$ cat config.mk
export PLATFORM = sky130hd
export DESIGN_NAME = pacman_anim_sequencer_flat
export DESIGN_NICKNAME = d
export VERILOG_FILES = /design/src/rtl/pacman_anim_sequencer_if.sv /design/src/rtl/pacman_anim_sequencer.sv /design/src/flat_wrapper.sv
export SDC_FILE = /design/constraint.sdc
export NUM_CORES = 1
export LEC_CHECK = 0
export CAP_MARGIN = 10
export CORE_UTILIZATION = 52
export DETAILED_ROUTE_END_ITERATION = 8
export PLACE_DENSITY = 0.77
export REMOVE_ABC_BUFFERS = 1
export SYNTH_ARGS = -nofsm -noshare
export SYNTH_HDL_FRONTEND = slang
export SYNTH_SLANG_ARGS = --single-unit
$ cat constraint.sdc
create_clock -name clk_i -period 2.45 [get_ports clk_i]
set_input_delay 0.49 -clock clk_i [delete_from_list [all_inputs] [get_ports clk_i]]
set_output_delay 0.49 -clock clk_i [all_outputs]
set_load 0.01 [all_outputs]
$ cat src/rtl/pacman_anim_sequencer_if.sv
// Handshake bundle between game-state logic (master) and the Pac-Man animation sequencer (slave).
interface pacman_anim_sequencer_if;
  logic       moving;
  logic       freeze;
  logic       death_start;
  logic [3:0] frame_idx;
  logic       mouth_open;
  logic       death_active;
  logic       death_done;
  logic       tick;

  modport master (
    output moving, freeze, death_start,
    input  frame_idx, mouth_open, death_active, death_done, tick
  );

  modport slave (
    input  moving, freeze, death_start,
    output frame_idx, mouth_open, death_active, death_done, tick
  );
endinterface

$ cat src/rtl/pacman_anim_sequencer.sv
// Pac-Man sprite frame sequencer: shared tick prescaler, chomp cycle while moving, one-shot death sequence.
module pacman_anim_sequencer #(
  parameter int TICK_DIV     = 3125000,
  parameter int DEATH_FRAMES = 11
) (
  input  logic                    clk_i,
  input  logic                    rst_ni,
  pacman_anim_sequencer_if.slave  anim_if
);

  localparam int CW = $clog2(TICK_DIV);
  localparam logic [CW-1:0] CNT_LAST   = CW'(TICK_DIV - 1);
  localparam logic [3:0]    DEATH_LAST = 4'(2 + DEATH_FRAMES);

  generate
    if (TICK_DIV < 2) begin : g_bad_div
      $error("pacman_anim_sequencer: TICK_DIV must be >= 2");
    end
    if (3 + DEATH_FRAMES > 16) begin : g_bad_frames
      $error("pacman_anim_sequencer: 3+DEATH_FRAMES must be <= 16");
    end
  endgenerate

  typedef enum logic [1:0] {RUN, DEATH, DONE} state_t;

  state_t        state_q, state_d;
  logic [CW-1:0] cnt_q, cnt_d;
  logic [1:0]    phase_q, phase_d;
  logic [3:0]    frame_q, frame_d;
  logic          mouth_q, active_q, active_d, done_q, done_d, tick_q;
  logic          tick_w;

  // Chomp pose for each phase: closed, half, open, half.
  function automatic logic [3:0] chomp_frame(input logic [1:0] p);
    case (p)
      2'd0:    return 4'd0;
      2'd2:    return 4'd2;
      default: return 4'd1;
    endcase
  endfunction

  assign tick_w = (cnt_q == CNT_LAST) && !anim_if.freeze;

  always_comb begin
    state_d  = state_q;
    phase_d  = phase_q;
    frame_d  = frame_q;
    active_d = active_q;
    done_d   = 1'b0;
    if (tick_w)
      cnt_d = '0;
    else if (anim_if.freeze)
      cnt_d = cnt_q;
    else
      cnt_d = cnt_q + CW'(1);

    case (state_q)
      RUN: begin
        if (anim_if.death_start) begin
          // Restarting the prescaler gives the first death frame a full period.
          state_d  = DEATH;
          frame_d  = 4'd3;
          active_d = 1'b1;
          cnt_d    = '0;
        end else if (tick_w && anim_if.moving) begin
          phase_d = phase_q + 2'd1;
          frame_d = chomp_frame(phase_q + 2'd1);
        end
      end
      DEATH: begin
        if (tick_w) begin
          if (frame_q == DEATH_LAST) begin
            state_d  = DONE;
            active_d = 1'b0;
            done_d   = 1'b1;
          end else begin
            frame_d = frame_q + 4'd1;
          end
        end
      end
      default: begin
        state_d = RUN;
        phase_d = 2'd0;
        frame_d = 4'd0;
        cnt_d   = '0;
      end
    endcase
  end

  always_ff @(posedge clk_i or negedge rst_ni) begin
    if (!rst_ni) begin
      state_q  <= RUN;
      cnt_q    <= '0;
      phase_q  <= 2'd0;
      frame_q  <= 4'd0;
      mouth_q  <= 1'b0;
      active_q <= 1'b0;
      done_q   <= 1'b0;
      tick_q   <= 1'b0;
    end else begin
      state_q  <= state_d;
      cnt_q    <= cnt_d;
      phase_q  <= phase_d;
      frame_q  <= frame_d;
      mouth_q  <= (frame_d != 4'd0);
      active_q <= active_d;
      done_q   <= done_d;
      tick_q   <= tick_w;
    end
  end

  assign anim_if.frame_idx    = frame_q;
  assign anim_if.mouth_open   = mouth_q;
  assign anim_if.death_active = active_q;
  assign anim_if.death_done   = done_q;
  assign anim_if.tick         = tick_q;

endmodule
$ cat src/flat_wrapper.sv
// flat-port wrapper written by rule: the top's interface ports become plain ports
module pacman_anim_sequencer_flat 
#(
  parameter int TICK_DIV     = 3125000,
  parameter int DEATH_FRAMES = 11
)
  (clk_i, rst_ni, anim_if_moving, anim_if_freeze, anim_if_death_start, anim_if_frame_idx, anim_if_mouth_open, anim_if_death_active, anim_if_death_done, anim_if_tick);
  pacman_anim_sequencer_if anim_if_i ();
  input  logic clk_i;
  input  logic rst_ni;
  input wire logic [$bits(anim_if_i.moving)-1:0] anim_if_moving;
  input wire logic [$bits(anim_if_i.freeze)-1:0] anim_if_freeze;
  input wire logic [$bits(anim_if_i.death_start)-1:0] anim_if_death_start;
  output wire logic [$bits(anim_if_i.frame_idx)-1:0] anim_if_frame_idx;
  output wire logic [$bits(anim_if_i.mouth_open)-1:0] anim_if_mouth_open;
  output wire logic [$bits(anim_if_i.death_active)-1:0] anim_if_death_active;
  output wire logic [$bits(anim_if_i.death_done)-1:0] anim_if_death_done;
  output wire logic [$bits(anim_if_i.tick)-1:0] anim_if_tick;
  assign anim_if_i.moving = anim_if_moving;
  assign anim_if_i.freeze = anim_if_freeze;
  assign anim_if_i.death_start = anim_if_death_start;
  assign anim_if_frame_idx = anim_if_i.frame_idx;
  assign anim_if_mouth_open = anim_if_i.mouth_open;
  assign anim_if_death_active = anim_if_i.death_active;
  assign anim_if_death_done = anim_if_i.death_done;
  assign anim_if_tick = anim_if_i.tick;
  pacman_anim_sequencer #(.TICK_DIV(TICK_DIV), .DEATH_FRAMES(DEATH_FRAMES)) u_core (.clk_i(clk_i), .rst_ni(rst_ni), .anim_if(anim_if_i));
endmodule
Word-level counts from Yosys, hierarchy flattened
Index checks and enable logic that the tools add are counted.
{ "word_totals": {"register_bits": 34, "inputBits": 5, "elab_cells": 55} }
{ "classes": {"n_addsub": 3, "eq_ne": 9, "n_mux": 24, "bitwise_logic": 1, "n_reduce_logical": 10} }
{ "op_table": {"columns": ["cell", "count"], "rows": [
  ["two-way mux 22 bit", 3],
  ["one-hot mux 22 bit (2 select lines)", 1],
  ["adder 22 x 1 -> 22 bit (second input constant)", 1],
  ["== test 22 bit (second input constant)", 1],
  ["two-way mux 4 bit", 4],
  ["one-hot mux 2 bit (2 select lines)", 3],
  ["two-way mux 2 bit", 5],
  ["one-hot mux 4 bit (2 select lines)", 1],
  ["two-way mux 1 bit", 6],
  ["inequality test 2 x 1 -> 1 bit (second input constant)", 3],
  ["AND reduction 3 bit", 2],
  ["adder 4 x 1 -> 4 bit (second input constant)", 1],
  ["== test 4 bit (second input constant)", 1],
  ["logical NOT 2 bit", 2],
  ["inequality test 2 bit (second input constant)", 2],
  ["AND reduction 4 bit", 1],
  ["nonzero test 4 bit", 1],
  ["adder 2 x 1 -> 2 bit (second input constant)", 1],
  ["== test 2 x 1 -> 1 bit (second input constant)", 1],
  ["== test 2 bit (second input constant)", 1],
  ["logical AND 1 bit", 2],
  ["one-hot mux 1 bit (2 select lines)", 1],
  ["nonzero test 2 bit", 1],
  ["logical NOT 1 bit", 1],
  ["NOT 1 bit", 1]
]} }

Depth between registers and ports, before layout
{ "depth": {"depth_word": 7, "depth_mapped": 8, "ltp_nobuf": 7} }

Least setup slack after synthesis
OpenSTA, ideal clock, no wires.
{ "synth_timing": {"path_type": "flip-flop to flip-flop", "startpoint": "register u_core.cnt_q[12]", "endpoint": "register u_core.mouth_q, in the netlist u_core.anim_if.mouth_open", "setup_ps": 139, "t_arrival_ps": 2371, "path_slack_ps": -60, "path_stages_with_launch": 7, "n_path_buf": 0, "synth_period_minus_slack_ps": 2510, "cell_sequence": "dfrtp_1 > or4_4 > nor4_4 > nand3_2 > a2111oi_2 > a2111oi_1 > or4_1"} }
{ "synth_between": {"elab_chain_cells": 7, "elab_cells_between_ends": 8} }
{ "synth_rtl": {"columns": ["element", "line", "text"], "rows": [
  ["from (decl)", "pacman_anim_sequencer.sv:27", "logic [CW-1:0] cnt_q, cnt_d;"],
  ["from (signal assigned)", "pacman_anim_sequencer.sv:102", "cnt_q <= cnt_d;"],
  ["== test 22 bit (*)", "pacman_anim_sequencer.sv:42", "assign tick_w = (cnt_q == CNT_LAST) && !anim_if.freeze;"],
  ["logical AND 1 bit (*)", "pacman_anim_sequencer.sv:42", null],
  ["logical AND 1 bit", "pacman_anim_sequencer.sv:65", "end else if (tick_w && anim_if.moving) begin"],
  ["two-way mux 4 bit", "pacman_anim_sequencer.sv:65", null],
  ["two-way mux 4 bit", "pacman_anim_sequencer.sv:59", "if (anim_if.death_start) begin"],
  ["one-hot mux 4 bit (2 select lines) (*)", "pacman_anim_sequencer.sv:57", "case (state_q)"],
  ["via u_core.frame_d[2]", "pacman_anim_sequencer.sv:29", "logic [3:0] frame_q, frame_d;"],
  ["nonzero test 4 bit (*)", "pacman_anim_sequencer.sv:105", "mouth_q <= (frame_d != 4'd0);"],
  ["to (signal assigned)", "pacman_anim_sequencer.sv:105", null],
  ["to (decl)", "pacman_anim_sequencer.sv:30", "logic mouth_q, active_q, active_d, done_q, done_d, tick_q;"]
]} }
The timed path passes the listed nets; every way through them passes the cells marked *.
A chain may end at the register's enable or synchronous reset.

Worst setup path in the final report
{ "layout_timing": {"startpoint": "register u_core.cnt_q[5]", "endpoint": "register u_core.mouth_q, in the netlist u_core.anim_if.mouth_open"} }
The elaborated chain is that of the path after synthesis.

==> summary.md <==
| Metric | Value |
|---|---|
| Initial antenna violation count | `0` |
| Bufs and invs on worst path | `1` |
| Worst VDD drop | `0.608 mV` |
| Vias in the first global route | `1340` |
| Outcome | `finished with violations` |
| Final Cell Area | `0.00211 mm2` |
| First-pass GRT wire length | `6110 um` |
| Fillcell total | `241` |
| Family with the most delay on the worst path | `simple AND/OR/NAND/NOR gates` |
| Worst Skew | `5.73 ps` |
| Min Tclk post-route | `2490 ps` |
| Crit-path cells | `or3_1 -> nor4_4 -> buf_4 -> nand3_1 -> mux2i_1 -> a221oi_2 -> or4_1` |
| DRT Pass-1 Iters | `4` |
| Hold Path Class | `register to register` |
| Critical path's slowest cell | `or4_1` |
| Core area | `0.00313 mm2` |
| Die area | `0.00359 mm2` |
| Tot Pwr | `0.00126 W` |
| Gr usage total | `23.9%` |
| Met3 Use GR | `5.84%` |
| Die W | `59.9 um` |
| Total Wirelength | `3680 um` |
| Min setup slack post-route | `-42.8 ps` |
| Sequential-to-total area share from yosys stat | `48.8%` |
| Fmax | `401 MHz` |
| Layout area overhead | `21.0%` |
| Pwr dens | `598 mW/mm2` |
| Clock root buffer | `clkbuf_4` |
| Tcrit/Tclk final | `102%` |
| Arrival time at the worst endpoint | `2700 ps` |
| Post-Syn Area per Cell | `10.0 um2` |
| GR Layer Usage met2 | `37.9%` |
| Met1 Usage GRT | `30.5%` |
| Number of diodes | `0` |
| Number of synthesized flops with an enable pin | `0` |
| Endpoints failing hold | `0` |
| Slew HR | `59.1%` |
| Worst Path Required | `2660 ps` |
| Boundary Pins | `13` |
| Max-cap violations | `0` |
| Crit. End Element | `register` |
| Clock sinks | `34` |
| Worst Tran Pin Value | `612 ps` |
| Share of layout cells above drive strength 1 | `16.7%` |
| Yosys reg bits | `34` |
| Leak Pwr | `0.969 nW` |
| GP Congestion | `0.950` |
| Dpl hpwl | `2590 um` |
| Clock latency on the worst-skew pair | `340 ps` |
| Crit path max fanout | `5` |
| DR DRC count | `0` |
| Die Ht | `59.9 um` |
| Synth Flop Type | `dfrtp_1` |
| CTS H-tree lvls | `2` |
| Initial core utilization | `55.7%` |
| Initial drt markers | `65` |
| Via count | `1357` |
| Grt ovf | `0` |
| Hold_buf cts | `0` |
| Setup CP Type | `register to register` |
| Rows | `20` |
| Buffers on Ports | `12` |
| Dpl cell area | `0.00201 mm2` |
| Async S/R FF share, synth | `100%` |
| Via density | `5.47` |
| Max incr delay on CP | `540 ps` |
| Post-Syn Area | `0.00174 mm2` |
| RSZ-0062 raised after global routing | `true` |
| Post-synth cell types | `38` |
| Fin nets | `212` |
| Commonest cells after routing, fill and taps aside | `36 x nor2_1, 34 x dfrtp_1, 14 x buf_4` |
| Clock buffer count from CTS | `5` |
| Crit start category | `register` |
| TritonCTS clock tree | `yes` |
| Max-slew violations | `0` |
| Failing checks | `setup timing` |
| DR WL/cell | `14.8 um` |
| Commonest non-fill, non-tap cell in the layout | `nor2_1` |
| Final setup vio count | `1` |
| Clock buffer depth | `2` |
| Worst-path clk slew | `100 ps` |
| GRT Max-Usage Layer | `met2` |
| Cells after Synth | `174` |
| Synth warn | `0` |
| Pin count of the biggest net entering global routing | `35` |
| Final ANT Viol Nets | `0` |
-- worst min-delay path: cells and delay by family, from the launching register on --
family          cells  cell delay, ps
flops               1             390
buf+inv             1              50
compound gates      1              50
-- cells by family after synthesis --
family                     count (synthesis)  share of synthesized area, %
AOI/OAI and AO/OA                         14                          7.04
muxes                                      4                          2.37
and+or+nand+nor                           80                          24.0
buffers and inverters                     15                          3.37
adders and majority gates                  4                          2.87
xor gates and xnor gates                  23                          11.6
DFF                                       34                          48.8
-- power by group --
part | internal [W] | switching, W | total [W]
combinational | 0.000125 | 0.000127 | 0.000252
sequential | 0.000622 | 0.0000643 | 0.000686
clock | 0.000139 | 0.000184 | 0.000323
-- layer usage --
layer / part of all wire, % / routed length [um]
met4: 2.9 / 106
met3: 3.4 / 125
met2: 49 / 1790
met5: 0 / 0
met1: 45 / 1660
-- metrics by stage --
step / hold WS (ps) / instances / TNS, ps / setup WS, ps / utilization [%]
2_1_floorplan: 194 / 169 / -59.5 / -59.5 / -
3_3_place_gp: 502 / 239 / -460 / -289 / 64.4
3_5_place_dp: 514 / 239 / -789 / -446 / 64.4
4_1_cts: 531 / 248 / 0 / 0.713 / 67.0
5_1_grt: 567 / 248 / -156 / -138 / 67.4
6_report: 527 / 248 / -42.8 / -42.8 / 67.4
-- Yosys cell counts (4+ instances only) --
library cell	instances	area (um2)
nand4_1	6	37.5
ha_1	4	50.1
nand3_1	5	25.0
xnor2_1	10	87.6
xor2_1	13	114
nor2_1	36	135
inv_1	10	37.5
and3_1	5	31.3
nand2_1	9	33.8
dfrtp_1	34	851
-- state kept, by name (all words and copies together), names as in the netlist --
name and count:
u_core.cnt_q 22, u_core.anim_if.frame_idx 4, u_core.phase_q 2, u_core.state_q 2
u_core.anim_if.death_active 1, u_core.anim_if.death_done 1, u_core.anim_if.mouth_open 1, u_core.anim_if.tick 1
-- final timing paths --
check | startpoint | to | slack [ps] | cells past startpoint
setup / recovery | u_core.cnt_q[5] | u_core.anim_if.mouth_open | -40 | 7
setup reg to reg | u_core.cnt_q[5] | u_core.anim_if.mouth_open | -40 | 7
min in group asynchronous | rst_ni | u_core.cnt_q[15] | 550 | 2
hold / removal | u_core.anim_if.death_active | u_core.anim_if.death_active | 530 | 2
max in group asynchronous | rst_ni | u_core.anim_if.mouth_open | 1590 | 2
hold reg to reg | u_core.anim_if.death_active | u_core.anim_if.death_active | 530 | 2
-- final cells by class --
class / count / area (um2) / area share, %
clock buffers: 7 / 55.1 / 2.61
clock inverters: 1 / 5.00 / 0.237
inverters: 10 / 37.5 / 1.78
multi-input cells: 125 / 860 / 40.8
flip-flops and latches: 34 / 851 / 40.4
well taps: 44 / 55.1 / 2.61
repair buffers: 27 / 245 / 11.6
-- what timing repair did --
| item | CTS | global route |
|---|---|---|
| endpoints found under the setup margin | 1 | 1 |
| gates resized for setup | 1 | 2 |
| pin swaps | 1 | 0 |
| cloned | 0 | 0 |
| buffers inserted | 1 | 0 |
(Power assumes the default switching activity.)
